$ cat src/rtl/serial_kl8e_param_pkg.sv
// Shared constants for the parametrised KL8E console serial block:
// CPU major-state encodings, IOT opcodes and the TX/RX FSM state types.
package serial_kl8e_param_pkg;

  localparam logic [3:0] F0 = 4'd0;
  localparam logic [3:0] F1 = 4'd1;
  localparam logic [3:0] F2 = 4'd2;
  localparam logic [3:0] F3 = 4'd3;

  localparam logic [2:0] IOT_MAJOR = 3'b110;

  // Keyboard operations (instruction[9:11])
  localparam logic [2:0] OP_KCF = 3'd0;
  localparam logic [2:0] OP_KSF = 3'd1;
  localparam logic [2:0] OP_KCC = 3'd2;
  localparam logic [2:0] OP_KRS = 3'd4;
  localparam logic [2:0] OP_KIE = 3'd5;
  localparam logic [2:0] OP_KRB = 3'd6;

  // Teleprinter operations
  localparam logic [2:0] OP_SPF = 3'd0;
  localparam logic [2:0] OP_TSF = 3'd1;
  localparam logic [2:0] OP_TCF = 3'd2;
  localparam logic [2:0] OP_TPC = 3'd4;
  localparam logic [2:0] OP_SPI = 3'd5;
  localparam logic [2:0] OP_TLS = 3'd6;

  typedef enum logic [1:0] {
    TX_IDLE,
    TX_START,
    TX_DATA,
    TX_STOP
  } tx_state_e;

  typedef enum logic [2:0] {
    RX_IDLE,
    RX_START,
    RX_DATA,
    RX_STOP,
    RX_WAIT
  } rx_state_e;

endpackage

$ cat src/rtl/serial_bit_timer.sv
// Bit-period down-counter: load_i arms a full bit, half_i arms half a bit;
// expire_o is high once the armed period has elapsed.
module serial_bit_timer #(
  parameter int BAUD_DIV = 868
) (
  input  logic clk,
  input  logic reset,
  input  logic load_i,
  input  logic half_i,
  output logic expire_o
);

  localparam int CW = $clog2(BAUD_DIV);

  logic [CW-1:0] cnt_q, cnt_d;

  always_comb begin
    cnt_d = cnt_q;
    if (load_i)
      cnt_d = CW'(BAUD_DIV - 1);
    else if (half_i)
      cnt_d = CW'(BAUD_DIV / 2 - 1);
    else if (cnt_q != '0)
      cnt_d = cnt_q - 1'b1;
  end

  always_ff @(posedge clk or posedge reset) begin
    if (reset) cnt_q <= '0;
    else       cnt_q <= cnt_d;
  end

  assign expire_o = (cnt_q == '0);

endmodule

$ cat src/rtl/serial_kl8e_param.sv
// KL8E-compatible keyboard/teleprinter with parametrised timing and device codes.
// Define SERIAL_RX_FIFO_EN to queue received bytes in a FIFO_DEPTH-entry FIFO.
module serial_kl8e_param
  import serial_kl8e_param_pkg::*;
#(
  parameter int         BAUD_DIV   = 868,
  parameter int         DATA_BITS  = 8,
  parameter int         STOP_BITS  = 1,
  parameter logic [5:0] KBD_DEV    = 6'o03,
  parameter logic [5:0] TTY_DEV    = 6'o04,
  parameter int         FIFO_DEPTH = 4
) (
  input  logic        clk,
  input  logic        reset,
  input  logic [0:11] instruction,
  input  logic [3:0]  state,
  input  logic [0:11] ac,
  input  logic        rx,
  output logic [0:11] serial_bus,
  output logic        tx,
  output logic        interrupt,
  output logic        skip
);

  localparam logic [7:0] RX_MASK = (DATA_BITS == 7) ? 8'h7F : 8'hFF;

  logic [2:0] op;
  logic       iot_f3, kbd_sel, tty_sel;
  logic       kbd_clr, tty_set, tty_clr, tx_go, kie;
  logic       kbd_flag, tty_flag_q, tty_flag_d, ie_q, int_q;
  logic [7:0] rx_head, rx_byte;
  logic       rx_push, tx_done;
  logic       unused_ac;

  assign unused_ac = ^ac[0:3];

  assign op      = instruction[9:11];
  assign iot_f3  = (instruction[0:2] == IOT_MAJOR) && (state == F3);
  assign kbd_sel = iot_f3 && (instruction[3:8] == KBD_DEV);
  assign tty_sel = iot_f3 && (instruction[3:8] == TTY_DEV);

  assign kbd_clr = kbd_sel && (op == OP_KCF || op == OP_KCC || op == OP_KRB);
  assign kie     = kbd_sel && (op == OP_KIE);
  assign tty_set = tty_sel && (op == OP_SPF);
  assign tty_clr = tty_sel && (op == OP_TCF || op == OP_TLS);
  assign tx_go   = tty_sel && (op == OP_TPC || op == OP_TLS);

  always_comb begin
    skip       = 1'b0;
    serial_bus = '0;
    if (kbd_sel) begin
      case (op)
        OP_KSF:         skip = kbd_flag;
        OP_KRS, OP_KRB: serial_bus = {4'b0000, rx_head & RX_MASK};
        default: ;
      endcase
    end
    if (tty_sel) begin
      case (op)
        OP_TSF:  skip = tty_flag_q;
        OP_SPI:  skip = ie_q & (kbd_flag | tty_flag_q);
        default: ;
      endcase
    end
  end

  // ---------------- Transmitter ----------------
  tx_state_e  tx_st_q, tx_st_d;
  logic [7:0] tx_sh_q, tx_sh_d;
  logic [2:0] tx_cnt_q, tx_cnt_d;
  logic       tx_q, tx_d, tx_load, tx_exp;

  serial_bit_timer #(.BAUD_DIV(BAUD_DIV)) u_tx_timer (
    .clk      (clk),
    .reset    (reset),
    .load_i   (tx_load),
    .half_i   (1'b0),
    .expire_o (tx_exp)
  );

  always_comb begin
    tx_st_d  = tx_st_q;
    tx_sh_d  = tx_sh_q;
    tx_cnt_d = tx_cnt_q;
    tx_d     = tx_q;
    tx_load  = 1'b0;
    tx_done  = 1'b0;
    case (tx_st_q)
      TX_IDLE: if (tx_go) begin
        tx_sh_d = ac[4:11];
        tx_d    = 1'b0;
        tx_load = 1'b1;
        tx_st_d = TX_START;
      end
      TX_START: if (tx_exp) begin
        tx_d     = tx_sh_q[0];
        tx_sh_d  = tx_sh_q >> 1;
        tx_cnt_d = '0;
        tx_load  = 1'b1;
        tx_st_d  = TX_DATA;
      end
      TX_DATA: if (tx_exp) begin
        tx_load = 1'b1;
        if (tx_cnt_q == 3'(DATA_BITS - 1)) begin
          tx_d     = 1'b1;
          tx_cnt_d = '0;
          tx_st_d  = TX_STOP;
        end else begin
          tx_d     = tx_sh_q[0];
          tx_sh_d  = tx_sh_q >> 1;
          tx_cnt_d = tx_cnt_q + 3'd1;
        end
      end
      TX_STOP: if (tx_exp) begin
        if (tx_cnt_q == 3'(STOP_BITS - 1)) begin
          tx_done = 1'b1;
          tx_st_d = TX_IDLE;
        end else begin
          tx_cnt_d = tx_cnt_q + 3'd1;
          tx_load  = 1'b1;
        end
      end
      default: tx_st_d = TX_IDLE;
    endcase
  end

  always_ff @(posedge clk or posedge reset) begin
    if (reset) begin
      tx_st_q  <= TX_IDLE;
      tx_sh_q  <= '0;
      tx_cnt_q <= '0;
      tx_q     <= 1'b1;
    end else begin
      tx_st_q  <= tx_st_d;
      tx_sh_q  <= tx_sh_d;
      tx_cnt_q <= tx_cnt_d;
      tx_q     <= tx_d;
    end
  end

  assign tx = tx_q;

  // ---------------- Receiver ----------------
  rx_state_e  rx_st_q, rx_st_d;
  logic [7:0] rx_sh_q, rx_sh_d;
  logic [2:0] rx_cnt_q, rx_cnt_d;
  logic       rx_meta_q, rx_sync_q, rx_prev_q;
  logic       rx_load, rx_half, rx_exp;

  serial_bit_timer #(.BAUD_DIV(BAUD_DIV)) u_rx_timer (
    .clk      (clk),
    .reset    (reset),
    .load_i   (rx_load),
    .half_i   (rx_half),
    .expire_o (rx_exp)
  );

  // With 7 data bits the character ends up in the top seven shift bits.
  assign rx_byte = (DATA_BITS == 8) ? rx_sh_q : {1'b0, rx_sh_q[7:1]};

  always_comb begin
    rx_st_d  = rx_st_q;
    rx_sh_d  = rx_sh_q;
    rx_cnt_d = rx_cnt_q;
    rx_load  = 1'b0;
    rx_half  = 1'b0;
    rx_push  = 1'b0;
    case (rx_st_q)
      RX_IDLE: if (rx_prev_q && !rx_sync_q) begin
        rx_half = 1'b1;
        rx_st_d = RX_START;
      end
      RX_START: if (rx_exp) begin
        if (!rx_sync_q) begin
          rx_load  = 1'b1;
          rx_cnt_d = '0;
          rx_st_d  = RX_DATA;
        end else begin
          rx_st_d = RX_IDLE;
        end
      end
      RX_DATA: if (rx_exp) begin
        rx_load = 1'b1;
        rx_sh_d = {rx_sync_q, rx_sh_q[7:1]};
        if (rx_cnt_q == 3'(DATA_BITS - 1)) rx_st_d = RX_STOP;
        else                               rx_cnt_d = rx_cnt_q + 3'd1;
      end
      RX_STOP: if (rx_exp) begin
        if (rx_sync_q) begin
          rx_push = 1'b1;
          rx_st_d = RX_IDLE;
        end else begin
          rx_st_d = RX_WAIT;
        end
      end
      RX_WAIT: if (rx_sync_q) rx_st_d = RX_IDLE;
      default: rx_st_d = RX_IDLE;
    endcase
  end

  always_ff @(posedge clk or posedge reset) begin
    if (reset) begin
      rx_st_q   <= RX_IDLE;
      rx_sh_q   <= '0;
      rx_cnt_q  <= '0;
      rx_meta_q <= 1'b1;
      rx_sync_q <= 1'b1;
      rx_prev_q <= 1'b1;
    end else begin
      rx_st_q   <= rx_st_d;
      rx_sh_q   <= rx_sh_d;
      rx_cnt_q  <= rx_cnt_d;
      rx_meta_q <= rx;
      rx_sync_q <= rx_meta_q;
      rx_prev_q <= rx_sync_q;
    end
  end

  // ---------------- Receive buffer ----------------
`ifdef SERIAL_RX_FIFO_EN
  localparam int AW = $clog2(FIFO_DEPTH);

  logic [7:0]  fifo_mem [FIFO_DEPTH];
  logic [AW-1:0] wr_ptr_q, rd_ptr_q;
  logic [AW:0] count_q;
  logic        do_push, do_pop;

  assign do_push  = rx_push && (count_q != (AW+1)'(FIFO_DEPTH));
  assign do_pop   = kbd_clr && (count_q != '0);
  assign rx_head  = fifo_mem[rd_ptr_q];
  assign kbd_flag = (count_q != '0);

  always_ff @(posedge clk) begin
    if (do_push) fifo_mem[wr_ptr_q] <= rx_byte;
  end

  always_ff @(posedge clk or posedge reset) begin
    if (reset) begin
      wr_ptr_q <= '0;
      rd_ptr_q <= '0;
      count_q  <= '0;
    end else begin
      if (do_push) wr_ptr_q <= wr_ptr_q + 1'b1;
      if (do_pop)  rd_ptr_q <= rd_ptr_q + 1'b1;
      case ({do_push, do_pop})
        2'b10:   count_q <= count_q + 1'b1;
        2'b01:   count_q <= count_q - 1'b1;
        default: count_q <= count_q;
      endcase
    end
  end
`else
  localparam int unused_fifo_depth = FIFO_DEPTH;

  logic [7:0] rxbuf_q;
  logic       kbd_flag_q;

  assign rx_head  = rxbuf_q;
  assign kbd_flag = kbd_flag_q;

  // An arriving byte beats a same-cycle clear so the new character is not lost.
  always_ff @(posedge clk or posedge reset) begin
    if (reset) begin
      rxbuf_q    <= '0;
      kbd_flag_q <= 1'b0;
    end else begin
      if (rx_push) begin
        rxbuf_q    <= rx_byte;
        kbd_flag_q <= 1'b1;
      end else if (kbd_clr) begin
        kbd_flag_q <= 1'b0;
      end
    end
  end
`endif

  // ---------------- Flags and interrupt ----------------
  always_comb begin
    tty_flag_d = tty_flag_q;
    if (tx_done) tty_flag_d = 1'b1;
    if (tty_clr) tty_flag_d = 1'b0;
    if (tty_set) tty_flag_d = 1'b1;
  end

  always_ff @(posedge clk or posedge reset) begin
    if (reset) begin
      tty_flag_q <= 1'b0;
      ie_q       <= 1'b1;
      int_q      <= 1'b0;
    end else begin
      tty_flag_q <= tty_flag_d;
      if (kie) ie_q <= ac[11];
      int_q <= ie_q & (kbd_flag | tty_flag_q);
    end
  end

  assign interrupt = int_q;

endmodule
$ cat config.mk
export PLATFORM = sky130hd
export DESIGN_NAME = serial_kl8e_param
export DESIGN_NICKNAME = d
export VERILOG_FILES = /design/src/rtl/serial_kl8e_param_pkg.sv /design/src/rtl/serial_bit_timer.sv /design/src/rtl/serial_kl8e_param.sv
export SDC_FILE = /design/constraint.sdc
export NUM_CORES = 1
export LEC_CHECK = 0
export BUFFER_PORTS_ARGS = -buffer_cell sky130_fd_sc_hd__buf_2
export CAP_MARGIN = 30
export CORE_UTILIZATION = 62
export DETAILED_ROUTE_END_ITERATION = 8
export PLACE_DENSITY = 0.88
export SLEW_MARGIN = 20
export SYNTH_ARGS = -nofsm -noshare
export SYNTH_HDL_FRONTEND = slang
export SYNTH_SLANG_ARGS = --single-unit
export TNS_END_PERCENT = 5
$ cat constraint.sdc
create_clock -name clk -period 5.9 [get_ports clk]
set_input_delay 0.59 -clock clk [delete_from_list [all_inputs] [get_ports clk]]
set_output_delay 0.59 -clock clk [all_outputs]
set_load 0.005 [all_outputs]
* Yosys cells after proc, flatten, opt, wreduce, memory -nomap -nowiden
Index checks and enable logic that the tools add are counted.
** Cells by class
- Add/sub/neg operators :: 4
- Equal/unequal tests :: 34
- Muxes and demuxes :: 70
- Bitwise operators :: 2
- Reduce and logical (&&, ||, !) cells :: 38
** Operators by type and width (count)
- 10-bit 2-to-1 mux :: 5
- 3-bit 2-to-1 mux :: 16
- 8-bit 2-to-1 mux :: 5
- 2-bit inequality test (second input constant) :: 16
- 1-bit 2-to-1 mux :: 27
- 8-bit one-hot mux with 3 select lines :: 1
- 3-bit equality test (second input constant) :: 7
- 10-bit zero test :: 2
- 10-bit nonzero test :: 2
- 10-bit by 1-bit subtractor with 10-bit output (second input constant) :: 2
- 3-bit one-hot mux with 5 select lines :: 1
- 5-bit AND reduction :: 3
- 2-bit 2-to-1 mux :: 7
- 12-bit 2-to-1 mux :: 1
- 6-bit AND reduction :: 2
- 3-bit nonzero test :: 4
- 3-bit by 2-bit equality test with 1-bit output (second input constant) :: 3
- 1-bit logical AND :: 9
- 3-bit zero test :: 3
- 3-bit one-hot mux with 3 select lines :: 1
- 2-bit one-hot mux with 4 select lines :: 1
- 3-bit by 1-bit adder with 3-bit output (second input constant) :: 2
- 3-bit by 1-bit equality test with 1-bit output (second input constant) :: 2
- 6-bit by 2-bit equality test with 1-bit output (second input constant) :: 1
- other kinds (16) :: 25
** Storage, ports and cells
- Register bits :: 63
- Input port bits :: 31
- Output and inout bits :: 15
- Word-level logic and storage cells :: 165

* Longest topological paths before layout
Gate-level depths: netlist (run 1).
- Depth after elaboration :: 7
- Mapped depth :: 8

* By module
A second synthesis (run 1) with hierarchy kept.
** Unflattened totals
- Cell total of the unflattened synthesis :: 343
- Area, all modules :: 3518.4 µm²
** Modules (own cells, without submodules)
- serial_kl8e_param :: times used 1, cells an instance 209, area an instance 2302.2 µm², sequential area each 1082.3 µm²
- serial_bit_timer :: times used 2, cells an instance 67, area an instance 608.1 µm², sequential area each 250.2 µm²

* Least setup slack after synthesis (run 1)
Ideal clock, no wire load.
- Kind :: input to output
- Start point :: in state[2]
- End point :: out serial_bus[10] (netlist name)
- Arrival time :: 1.712 ns
- Required time :: 5.310 ns
- Slack :: 3.598 ns
- Stages :: 4
- Path buffers :: 0
- Path through :: nor4_1 nand4b_1 nor3_1 and2_1
** Between the ends
- Word-level cells in the longest chain between the ends :: 4
** RTL lines
- start, declared :: RTL line serial_kl8e_param.sv:16 : input logic [3:0] state,
- 4-bit by 2-bit equality test with 1-bit output :: RTL line serial_kl8e_param.sv:38 : assign iot_f3 = (instruction[0:2] == IOT_MAJOR) && (state == F3);
- 1-bit logical AND :: RTL line serial_kl8e_param.sv:38
- 1-bit logical AND :: RTL line serial_kl8e_param.sv:39 : assign kbd_sel = iot_f3 && (instruction[3:8] == KBD_DEV);
- 12-bit 2-to-1 mux :: RTL line serial_kl8e_param.sv:51 : if (kbd_sel) begin
- end, declared :: RTL line serial_kl8e_param.sv:19 : output logic [0:11] serial_bus,
No other way between the ends.

* Worst setup path in the final report (run 1)
- Start point :: in state[2]
- End point :: out serial_bus[4] (netlist name)
Same word-level chain as after synthesis.

==> impl_summary.log, run 1 <==
[metrics] number of placement rows: 26
[metrics] CTS-repair resized insts: 0
[metrics] summed negative setup slack over all endpoints: 0 ns
[metrics] global-route wire length before repair: 10.6 mm
[metrics] maximum buffer depth of the clock tree: 2
[metrics] gate count after technology mapping: 322
[metrics] Worst R2R Start: u_rx_timer.cnt_q[0]
[metrics] x dimension of the die: 75.4 um
[metrics] crit end category: output port
[metrics] post-CTS repair timing setup buffer count: 0
[metrics] critical path arrival: 2.37 ns
[metrics] mean routed wirelength per cell: 14.1 um
[metrics] Hold Path Stages: 1
[metrics] count of warnings emitted by yosys: 0
[metrics] hold path startpoint: rx
[metrics] Detailed Route WL: 6.23 mm
[metrics] area occupied by multi-input gates: 1670 um^2
[metrics] path class of the lowest-slack min-delay path: primary input to flip-flop
[metrics] fin. max-slew vios: 0
[metrics] count of nets after finishing: 409
[metrics] Post-CTS Hold Fix Bufs: 0
[metrics] Syn Area/Cell: 10.4 um^2
[metrics] highest ir drop seen on vdd: 0.253 mV
[metrics] routability-driven placement congestion ratio: 0.806
[metrics] starting density of the core: 65.0%
[metrics] result of the run: complete, no violations
[metrics] R2R setup slack: 3.52 ns
[metrics] Die Y-Extent: 75.4 um
[metrics] maximum number of pins on one net before global-route repair: 64
[metrics] path depth of the worst reg2reg path: 6
[metrics] Final Core Density: 73.4%
[metrics] power density over the cells: 268 nW/um^2
[metrics] clock tree from TritonCTS: done
[metrics] vias in the first global route: 2374
[metrics] number of endpoints failing setup at the final stage: 0
[metrics] initial antenna violation count: 0
[metrics] fin crit period: 2.96 ns
[metrics] static power due to leakage: 1.83 nW
[metrics] Layout area overhead: 12.8%
[metrics] per-cell via count in the routed design: 5.55
[metrics] top_reg_cell synth: sky130_fd_sc_hd__dfrtp_1
[metrics] cell taking the most area after synthesis: sky130_fd_sc_hd__dfrtp_1
[metrics] Filler cells: 378
[metrics] Remaining DRCs: 0
[metrics] Initial DRC Count: 133
[metrics] final cycle utilization of the critical path: 50.2%
[metrics] number of distinct library cells after synthesis: 54
[metrics] count of maximum capacitance violations: 0
[metrics] end of the worst hold path: rx_meta_q
[metrics] setup repair after global routing missed its margin: no
[metrics] Die Footprint: 5690 um^2
[metrics] Critical Path RT: 5.31 ns
[metrics] Worst-Skew Late Latency: 0.34 ns
[metrics] headroom to the max-slew limit: 47.1%
[metrics] sequential area share after synthesis: 47.3%
[metrics] netlist area before placement: 3340 um^2
[metrics] worst-path fanout max: 8
[metrics] layout cell share with drive strength beyond 1: 24.3%
[metrics] transition time at the pin with the least slew margin: 0.788 ns
[metrics] sinks on the clock net: 63
[metrics] highest clock frequency the design can meet: 338 MHz
[metrics] cells taking the most area after synthesis: sky130_fd_sc_hd__dfrtp_1, sky130_fd_sc_hd__mux2_2, sky130_fd_sc_hd__ha_1
[metrics] Layout Skew: 0.00678 ns
[metrics] first drt pass iteration count: 4
[metrics] via count: 2448
[metrics] core area: 5140 um^2
[metrics] type of origin of the critical path: primary input
[metrics] Port Buf Inserts: 37
[metrics] endpoint of the lowest-slack register-to-register path: rx_cnt_q[0]
[metrics] antenna-violating nets left: 0
[metrics] synthesized flop and latch total: 63
[metrics] fraction of synthesized cell area taken by the top area cell type: 43.4%
[metrics] leftover overflow at the end of global routing: 0
[metrics] async set-reset flop share out of synthesis: 100%
[metrics] antenna diode count: 0
[metrics] detailed-placement wirelength estimate: 4.46 mm
[metrics] TritonCTS Buffers: 9
[metrics] Boundary Pins: 46
[metrics] clock transition at the registers of the reported paths: 0.07 ns
[metrics] global router's overall resource usage: 25.2%
[metrics] Root Buffer: sky130_fd_sc_hd__clkbuf_8
[metrics] depth of the CTS H-tree: 3
[metrics] type of the worst setup path: primary input to output port
[metrics] EDFF count, synth: 0
[metrics] final-report hold violation count: 0
[metrics] storage element area: 1580 um^2
## flip-flops by register name (all words and copies together), names as in the netlist
register / flops
rx_cnt_q: 3
rx_meta_q: 1
rx_st_q: 3
tty_flag_q: 1
tx_st_q: 2
u_tx_timer.cnt_q: 10
rx_head: 8
tx_cnt_q: 3
interrupt: 1
ie_q: 1
rx_sync_q: 1
tx_sh_q: 8
u_rx_timer.cnt_q: 10
tx: 1
kbd_flag: 1
rx_byte: 8
rx_prev_q: 1
## cell families (layout without fill, tap and decap cells)
family | after synthesis | after routing | synth area share (%)
mux | 34 | 34 | 10.9
other cells | 1 | 4 | 0.112
buf+inv | 21 | 67 | 3.03
compound gates | 59 | 59 | 10.7
xor+xnor | 3 | 3 | 0.786
flops | 63 | 63 | 47.3
simple gates | 129 | 129 | 22.6
fa+ha+maj | 12 | 12 | 4.49
## routing by layer
layer | track usage, % | vias to the layer above | wire [um]
met3 | 3.57 | 12 | 126
met5 | 0 | - | 0
met4 | 11.7 | 0 | 125
met2 | 42.2 | 32 | 3080
met1 | 32.6 | 1178 | 2900
li1 | - | 1226 | -
## synth_stat cells, drive strengths merged, types with 4 or more instances
library cell	instances
ha	12
nor4b	4
nor3b	5
nand2	26
a21oi	20
dfstp	5
nand3	5
nor2b	5
o21ai	19
nor2	33
inv	13
dfrtp	58
nand3b	5
nor4	4
nor3	8
buf	5
mux2	20
a211oi	4
mux2i	14
nand2b	9
or3	4
and2	10
## cells in the final DEF, fill, tap and decap left out, types with 2 or more instances in the layout
master / n
sky130_fd_sc_hd__nor4bb_1: 2
sky130_fd_sc_hd__clkbuf_8: 9
sky130_fd_sc_hd__mux2i_1: 14
sky130_fd_sc_hd__nor3b_1: 3
sky130_fd_sc_hd__nor2b_1: 5
sky130_fd_sc_hd__nor3_1: 8
sky130_fd_sc_hd__and2_1: 10
sky130_fd_sc_hd__o21ai_0: 19
sky130_fd_sc_hd__dfrtp_1: 58
sky130_fd_sc_hd__a21oi_1: 20
sky130_fd_sc_hd__a22oi_1: 2
sky130_fd_sc_hd__nand2b_1: 9
sky130_fd_sc_hd__a211oi_1: 3
sky130_fd_sc_hd__or3_1: 4
sky130_fd_sc_hd__o21a_1: 3
sky130_fd_sc_hd__mux2_2: 19
sky130_fd_sc_hd__buf_2: 37
sky130_fd_sc_hd__nor2_4: 3
sky130_fd_sc_hd__dfstp_2: 5
sky130_fd_sc_hd__nand2_1: 25
sky130_fd_sc_hd__inv_1: 12
sky130_fd_sc_hd__nor4_1: 3
sky130_fd_sc_hd__clkinv_2: 3
sky130_fd_sc_hd__nor2_1: 30
sky130_fd_sc_hd__o31ai_1: 2
sky130_fd_sc_hd__a21o_1: 2
sky130_fd_sc_hd__conb_1: 4
sky130_fd_sc_hd__nand3_1: 5
sky130_fd_sc_hd__nor4b_1: 3
sky130_fd_sc_hd__ha_1: 12
sky130_fd_sc_hd__xnor2_1: 3
sky130_fd_sc_hd__a31oi_1: 2
sky130_fd_sc_hd__and3_1: 2
sky130_fd_sc_hd__nand3b_1: 4
## layout make-up
| cell class | instances | area share, % |
|---|---|---|
| inverters | 13 | 1.29 |
| repair buffers | 38 | 5.11 |
| clock buffers | 10 | 3.38 |
| multi-input cells | 241 | 44.3 |
| clock inverters | 6 | 1.63 |
| well taps | 70 | 2.32 |
| flip-flops and latches | 63 | 42.0 |
## report_power, final
part / internal, mW / switching, mW
sequential: 0.472 / 0.0444
clock: 0.194 / 0.169
combinational: 0.0653 / 0.0672
## critical path: stages
cell and delay [ns]:
sky130_fd_sc_hd__buf_2 0.09, sky130_fd_sc_hd__nor4_1 0.36, sky130_fd_sc_hd__nand4b_1 0.26, sky130_fd_sc_hd__nor3_1 0.71
sky130_fd_sc_hd__and2_1 0.24, sky130_fd_sc_hd__buf_2 0.12
## worst max path at each step
| stage | from | to | cells after the start |
|---|---|---|---|
| 2_1_floorplan | state[2] | serial_bus[10] | 4 |
| 3_3_place_gp | state[2] | serial_bus[4] | 6 |
| 3_5_place_dp | state[2] | serial_bus[4] | 6 |
| 4_1_cts | state[2] | serial_bus[4] | 6 |
| 5_1_grt | state[2] | serial_bus[6] | 6 |
| 6_report | state[2] | serial_bus[4] | 6 |
## through the flow
stage / power (mW) / cell area (um^2) / setup slack, ns / instances / hold slack (ns)
floorplan: 0.619 / 3350 / 3.60 / 325 / 0.345
global placement: 0.646 / 3580 / 2.94 / 425 / 0.347
detailed placement: 0.657 / 3580 / 2.86 / 425 / 0.348
CTS: 1.02 / 3770 / 2.87 / 441 / 0.338
global route: 1.06 / 3770 / 2.60 / 441 / 0.334
finish: 1.01 / 3770 / 2.94 / 441 / 0.343
Power figures use the tool's default switching activity.
==> inputs of run 2 (changes only) <==
--- a/config.mk
+++ b/config.mk
@@ -7,9 +7,9 @@
 export LEC_CHECK = 0
 export BUFFER_PORTS_ARGS = -buffer_cell sky130_fd_sc_hd__buf_2
 export CAP_MARGIN = 30
-export CORE_UTILIZATION = 62
+export CORE_UTILIZATION = 57
 export DETAILED_ROUTE_END_ITERATION = 8
-export PLACE_DENSITY = 0.88
+export PLACE_DENSITY = 0.82
 export SLEW_MARGIN = 20
 export SYNTH_ARGS = -nofsm -noshare
 export SYNTH_HDL_FRONTEND = slang
==> constraint.sdc (replaced) <==
create_clock -name clk -period 2.9 [get_ports clk]
set_input_delay 0.29 -clock clk [delete_from_list [all_inputs] [get_ports clk]]
set_output_delay 0.29 -clock clk [all_outputs]
set_load 0.005 [all_outputs]
==> run 2 against run 1 <==
  * Combinational power up 100%
  * Critical path depth unchanged
  * Clock power increased by 140%
  * Sequential power is 100% higher
  * Sequential share of layout area down 0.87 points
  * Cell count is 1.4% higher
  * Die area rose by 8.5%
  * Cell area increased by 2.1%
  * Clock skew rose by 0.0021 ns
  * Hold slack lost 0.30 ns
==> impl_summary.log, run 2 (synthesized netlist as in run 1, its figures left out) <==
[metrics] Remaining DRCs: 0 (unchanged)
[metrics] routability-driven placement congestion ratio: 0.809 (+0.32%)
[metrics] via count: 2536 (+3.6%)
[metrics] leftover overflow at the end of global routing: 0 (unchanged)
[metrics] R2R setup slack: 0.60 ns (-2.92 ns)
[metrics] Die Footprint: 6180 um^2 (+8.5%)
[metrics] headroom to the max-slew limit: 57.2% (+10 points)
[metrics] Initial DRC Count: 126 (-5.3%)
[metrics] Boundary Pins: 46 (unchanged)
[metrics] Worst setup endpoint: rx_cnt_q[0]
[metrics] core area: 5570 um^2 (+8.4%)
[metrics] final cycle utilization of the critical path: 79.4%
[metrics] detailed-placement wirelength estimate: 4.74 mm (+6.3%)
[metrics] met2 wire length: 3.27 mm (+6.0%)
[metrics] maximum number of pins on one net before global-route repair: 25 (-61%)
[metrics] endpoint of the lowest-slack register-to-register path: rx_cnt_q[0]
[metrics] TritonCTS Buffers: 9 (unchanged)
[metrics] fin crit period: 2.30 ns
[metrics] number of endpoints failing setup at the final stage: 0 (unchanged)
[metrics] path depth of the worst reg2reg path: 6 (unchanged)
[metrics] maximum buffer depth of the clock tree: 2 (unchanged)
[metrics] fin. max-slew vios: 0 (unchanged)
[metrics] crit end category: flip-flop
[metrics] vias in the first global route: 2478 (+4.4%)
[metrics] number of placement rows: 27 (+3.8%)
[metrics] global-route wire length before repair: 11.2 mm (+5.9%)
[metrics] final-report hold violation count: 0 (unchanged)
[metrics] layout cell share with drive strength beyond 1: 24.8% (+0.54 points)
[metrics] x dimension of the die: 78.6 um (+4.2%)
[metrics] clock transition at the registers of the reported paths: 0.06 ns (about the same)
[metrics] highest ir drop seen on vdd: 0.470 mV (+86%)
[metrics] critical path arrival: 2.52 ns (+0.15 ns)
[metrics] initial antenna violation count: 0 (unchanged)
[metrics] count of maximum capacitance violations: 0 (unchanged)
[metrics] type of origin of the critical path: flip-flop
[metrics] met1 wire length: 2.86 mm (-1.3%)
[metrics] setup repair after global routing missed its margin: no
[metrics] clock tree from TritonCTS: done
[metrics] sinks on the clock net: 63 (unchanged)
[metrics] Port Buf Inserts: 37 (unchanged)
[metrics] Detailed Route WL: 6.44 mm (+3.3%)
[metrics] Worst-Skew Late Latency: 0.34 ns (about the same)
[metrics] path class of the lowest-slack min-delay path: primary input to flip-flop
[metrics] Layout Skew: 0.00883 ns (+0.00206 ns)
[metrics] depth of the CTS H-tree: 3 (unchanged)
[metrics] Layout area overhead: 15.2%
[metrics] worst-path fanout max: 10 (+2)
[metrics] Worst R2R Start: u_rx_timer.cnt_q[0]
[metrics] first drt pass iteration count: 4 (unchanged)
[metrics] antenna diode count: 0 (unchanged)
[metrics] Critical path origin: u_rx_timer.cnt_q[0]
[metrics] Critical Path RT: 3.12 ns (-2.19 ns)
[metrics] top layer used by detailed routing: met4
[metrics] Root Buffer: sky130_fd_sc_hd__clkbuf_8
[metrics] summed negative setup slack over all endpoints: 0 ns (unchanged)
[metrics] type of the worst setup path: flip-flop to flip-flop
[metrics] met3 layer wire length in the routed design: 220 um (+75%)
[metrics] Die Y-Extent: 78.6 um (+4.2%)
[metrics] leading registers by flop count: u_rx_timer.cnt_q x10, u_tx_timer.cnt_q x10
[metrics] post-route design area: 3850 um^2 (+2.1%)
[metrics] antenna-violating nets left: 0 (unchanged)
[metrics] count of nets after finishing: 413 (+0.98%)
[metrics] transition time at the pin with the least slew margin: 0.636 ns (-0.152 ns)
[metrics] post-CTS repair timing setup buffer count: 0 (unchanged)
[metrics] global router's overall resource usage: 23.5% (-1.6 points)
[metrics] static power due to leakage: 1.88 nW (+2.4%)
[metrics] most common cell after layout, fill and taps aside: sky130_fd_sc_hd__dfrtp_1
[metrics] top library cells by usage in the layout, fill and taps aside: sky130_fd_sc_hd__dfrtp_1, sky130_fd_sc_hd__buf_2, sky130_fd_sc_hd__nor2_1
[metrics] mean routed wirelength per cell: 14.4 um (+2.0%)
[metrics] per-cell via count in the routed design: 5.67 (+2.2%)
[metrics] highest clock frequency the design can meet: 434 MHz
[metrics] starting density of the core: 60.0% (-5.1 points)
[metrics] power density over the cells: 571 nW/um^2 (+110%)
[metrics] post-place instance area: 3610 um^2 (+0.70%)
[metrics] result of the run: complete, no violations
==> run 2: what timing repair did <==
action / in CTS / in global routing
endpoints found under the hold margin: 16 / 0
hold buffers: 1 / 0
resized for setup: 0 / 0
endpoints found under the setup margin: 0 / 0
==> run 2: power by group <==
part / switching, mW / total, mW / internal (mW)
Combinational: 0.136 / 0.271 / 0.135
Sequential: 0.0902 / 1.05 / 0.960
Clock: 0.323 / 0.876 / 0.553
Total: 0.549 / 2.20 / 1.65
==> run 2: worst min-delay path by stage <==
stage                     start    endpoint  slack [ns]  cells after the start
final                        rx   rx_meta_q        0.05                      1
after detailed placement  reset  rx_st_q[1]        0.29                      2
after global placement    reset  rx_st_q[1]        0.29                      2
after floorplan              rx   rx_meta_q        0.29                      0
after global routing         rx   rx_meta_q        0.03                      1
after CTS                    rx   rx_meta_q        0.03                      1
==> run 2: cell type report <==
type	count	area [um^2]
inverters	13	48.8
flip-flops and latches	63	1580
multi-input cells	241	1670
fillers	400	1720
clock buffers	13	169
clock inverters	3	65.1
well taps	72	90.1
repair buffers	42	225
==> run 2: metrics by stage <==
stage	worst slack [ns]	power, mW	util [%]	instances	hold WS, ns
global route	0.322	2.31	69.1	447	0.0319
global placement	0.611	1.32	64.7	430	0.287
floorplan	0.861	1.26	-	325	0.294
CTS	0.569	2.22	69.1	447	0.0347
finish	0.597	2.20	69.1	447	0.0473
detailed placement	0.593	1.33	64.7	430	0.291
==> run 2: worst max-delay path, stage by stage (launching register included) <==
cell	delay [ns]
sky130_fd_sc_hd__dfrtp_1	0.40
sky130_fd_sc_hd__inv_1	0.09
sky130_fd_sc_hd__ha_1	0.18
sky130_fd_sc_hd__nor4b_2	0.52
sky130_fd_sc_hd__nor3b_4	0.52
sky130_fd_sc_hd__nand3b_4	0.15
sky130_fd_sc_hd__mux2_1	0.33
==> run 2: routing by layer <==
metal	up-vias	GRT usage, %
li1	1233	-
met1	1237	30.1
met2	55	39.3
met3	11	5.12
met4	0	8.15
met5	-	0
==> inputs of run 3 (changes only) <==
==> constraint.sdc (replaced) <==
create_clock -name clk -period 2.15 [get_ports clk]
set_input_delay 0.215 -clock clk [delete_from_list [all_inputs] [get_ports clk]]
set_output_delay 0.215 -clock clk [all_outputs]
set_load 0.005 [all_outputs]
==> run 3 against run 2 <==
  * First-iteration DRC count unchanged
  * Combinational power rose by 56%
  * Cell area grew 1.7%
  * Count of clock-buffer cells in the layout decreased by 4
  * Sequential share of layout area fell by 0.67 points
  * Sequential power up 33%
  * Worst setup slack lost 0.49 ns
  * Flip-flop and latch count did not move
  * Fmax rose by 13%
  * Critical endpoint is now rx_head[4]
  * Largest cell class unchanged
  * Largest power group unchanged
  * Highest routed layer unchanged
==> impl_summary.log, run 3 (synthesized netlist as in run 1, its figures left out) <==
[metrics] Critical path origin: u_rx_timer.cnt_q[5]
[metrics] depth of the CTS H-tree: 3 (unchanged)
[metrics] worst setup margin: 0.103 ns (-0.494 ns)
[metrics] post-CTS repair timing setup buffer count: 0 (unchanged)
[metrics] hold path startpoint: ac[4]
[metrics] Layout area overhead: 17.1%
[metrics] count of nets after finishing: 426 (+3.1%)
[metrics] core area: 5570 um^2 (unchanged)
[metrics] Root Buffer: sky130_fd_sc_hd__clkbuf_8
[metrics] Critical Path RT: 2.38 ns (-0.74 ns)
[metrics] top library cells by usage in the layout, fill and taps aside: sky130_fd_sc_hd__dfrtp_1, sky130_fd_sc_hd__buf_2, sky130_fd_sc_hd__nor2_1
[metrics] clock tree from TritonCTS: done
[metrics] net switching share of the total power: 28.2% (+3.2 points)
[metrics] Boundary Pins: 46 (unchanged)
[metrics] Detailed Route WL: 6.56 mm (+1.9%)
[metrics] crit end category: flip-flop
[metrics] Remaining DRCs: 0 (unchanged)
[metrics] layout cell share with drive strength beyond 1: 27.3% (+2.5 points)
[metrics] Worst R2R Start: u_rx_timer.cnt_q[5]
[metrics] routability-driven placement congestion ratio: 0.837 (+3.5%)
[metrics] cell total after placement: 442 (+2.8%)
[metrics] vias in the first global route: 2507 (+1.2%)
[metrics] combinational power share: 14.9% (+2.6 points)
[metrics] antenna diode count: 0 (unchanged)
[metrics] clock power share: 36.0% (-3.9 points)
[metrics] setup repair after global routing missed its margin: no
[metrics] Initial DRC Count: 126 (unchanged)
[metrics] first drt pass iteration count: 5 (+1)
[metrics] most common cell after layout, fill and taps aside: sky130_fd_sc_hd__dfrtp_1
[metrics] fin crit period: 2.05 ns (-0.256 ns)
[metrics] detailed-placement wirelength estimate: 4.78 mm (+0.82%)
[metrics] worst-path fanout max: 9 (-1)
[metrics] highest ir drop seen on vdd: 0.631 mV (+34%)
[metrics] type of the worst setup path: flip-flop to flip-flop
[metrics] fin. max-slew vios: 0 (unchanged)
[metrics] number of endpoints failing setup at the final stage: 0 (unchanged)
[metrics] leftover overflow at the end of global routing: 0 (unchanged)
[metrics] starting density of the core: 60.0% (unchanged)
[metrics] Filler cells: 411 (+2.8%)
[metrics] headroom to the max-slew limit: 58.8% (+1.6 points)
[metrics] filler-free cell count of the finished design: 460 (+2.9%)
[metrics] post-place instance area: 3700 um^2 (+2.5%)
[metrics] count of maximum capacitance violations: 0 (unchanged)
[metrics] Port Buf Inserts: 37 (unchanged)
[metrics] global-route wire length before repair: 11.1 mm (-0.43%)
[metrics] global router's overall resource usage: 23.8% (+0.25 points)
[metrics] power density over the cells: 726 nW/um^2 (+27%)
[metrics] transition time at the pin with the least slew margin: 0.612 ns (-0.0239 ns)
[metrics] maximum number of pins on one net before global-route repair: 26 (+4.0%)
[metrics] type of origin of the critical path: flip-flop
[metrics] TritonCTS Buffers: 9 (unchanged)
[metrics] post-route design area: 3920 um^2 (+1.7%)
[metrics] Worst-Skew Late Latency: 0.34 ns (about the same)
[metrics] Layout Skew: 0.0105 ns (+0.00166 ns)
[metrics] final-report hold violation count: 0 (unchanged)
[metrics] Die Footprint: 6180 um^2 (unchanged)
[metrics] path class of the lowest-slack min-delay path: primary input to flip-flop
[metrics] highest clock frequency the design can meet: 488 MHz (+13%)
[metrics] summed negative setup slack over all endpoints: 0 ns (unchanged)
[metrics] Post-CTS Hold Fix Bufs: 2 (+1)
[metrics] critical path arrival: 2.27 ns (-0.25 ns)
[metrics] mean routed wirelength per cell: 14.3 um (-1.0%)
[metrics] Die Y-Extent: 78.6 um (unchanged)
[metrics] Reg power frac: 49.2% (+1.4 points)
[metrics] via count: 2549 (+0.51%)
[metrics] sinks on the clock net: 63 (unchanged)
[metrics] number of placement rows: 27 (unchanged)
[metrics] clock transition at the registers of the reported paths: 0.07 ns (about the same)
[metrics] final cycle utilization of the critical path: 95.2% (+16 points)
[metrics] Post-Place Setup Slack: 0.106 ns (-0.487 ns)
[metrics] cell-internal power: 2.04 mW (+24%)
[metrics] Total Power Consumption: 2.84 mW (+29%)
[metrics] CTS-repair resized insts: 0 (unchanged)
[metrics] antenna-violating nets left: 0 (unchanged)
[metrics] static power due to leakage: 1.92 nW (+2.4%)
[metrics] result of the run: complete, no violations
[metrics] x dimension of the die: 78.6 um (unchanged)
[metrics] switching power: 801 uW (+46%)
[metrics] initial antenna violation count: 0 (unchanged)
[metrics] per-cell via count in the routed design: 5.54 (-2.3%)
[metrics] maximum buffer depth of the clock tree: 2 (unchanged)
[metrics] leading registers by flop count: u_rx_timer.cnt_q x10, u_tx_timer.cnt_q x10
run 3: changes by cell type in the layout (fill, tap and decap cells not counted):
cell	before	now
sky130_fd_sc_hd__buf_4	4	16
sky130_fd_sc_hd__clkbuf_1	1	0
sky130_fd_sc_hd__bufinv_16	2	1
sky130_fd_sc_hd__clkinv_4	0	3
sky130_fd_sc_hd__dlygate4sd3_1	1	2
sky130_fd_sc_hd__clkinv_2	1	2
sky130_fd_sc_hd__clkinvlp_4	0	1
sky130_fd_sc_hd__clkbuf_8	12	9
run 3: path summary, 6_finish.rpt:
check | endpoint | slack [ns] | depth (start not counted)
worst min-delay path | tx_sh_q[7] | 0.12 | 3
max in group asynchronous | tx | 1.02 | 4
worst max-delay path | rx_head[4] | 0.10 | 5
min in group asynchronous | rx_st_q[2] | 0.44 | 3
worst min register to register | rx_sync_q | 0.36 | 0
worst max register to register | rx_head[4] | 0.10 | 5
run 3: final cells by class:
class / instances / area (um^2) / share of cell area, %
multi-input cells: 241 / 1670 / 42.7
clock inverters: 7 / 73.8 / 1.89
repair buffers: 55 / 325 / 8.31
flip-flops and latches: 63 / 1580 / 40.4
clock buffers: 9 / 124 / 3.16
well taps: 72 / 90.1 / 2.30
inverters: 13 / 48.8 / 1.25
run 3: worst max-delay path: stages (launching register included):
cell,delay [ns]
sky130_fd_sc_hd__dfrtp_1,0.38
sky130_fd_sc_hd__or4_4,0.59
sky130_fd_sc_hd__nor2_4,0.15
sky130_fd_sc_hd__nand2_2,0.15
sky130_fd_sc_hd__nor2_4,0.29
sky130_fd_sc_hd__mux2_2,0.37
run 3: through the flow:
step	util, %	hold WS, ns
final	70.2	0.116
after global routing	70.2	0.126
after CTS	70.2	0.106
after detailed placement	66.3	0.274
after global placement	66.3	0.264
after floorplan	-	0.219
run 3: power groups by stage:
stage / sequential (mW) / combinational, mW / clock [mW]
3_5_place_dp: 1.42 / 0.420 / 0
5_1_grt: 1.41 / 0.479 / 1.09
3_3_place_gp: 1.41 / 0.405 / 0
2_1_floorplan: 1.41 / 0.293 / 0
4_1_cts: 1.40 / 0.424 / 1.03
6_report: 1.40 / 0.422 / 1.02
run 3: routing by layer:
| metal | track usage, % | wire length (um) |
|---|---|---|
| met2 | 38.0 | 3230 |
| met3 | 6.86 | 225 |
| met5 | 0 | 0 |
| met1 | 30.5 | 3020 |
| met4 | 9.07 | 92 |
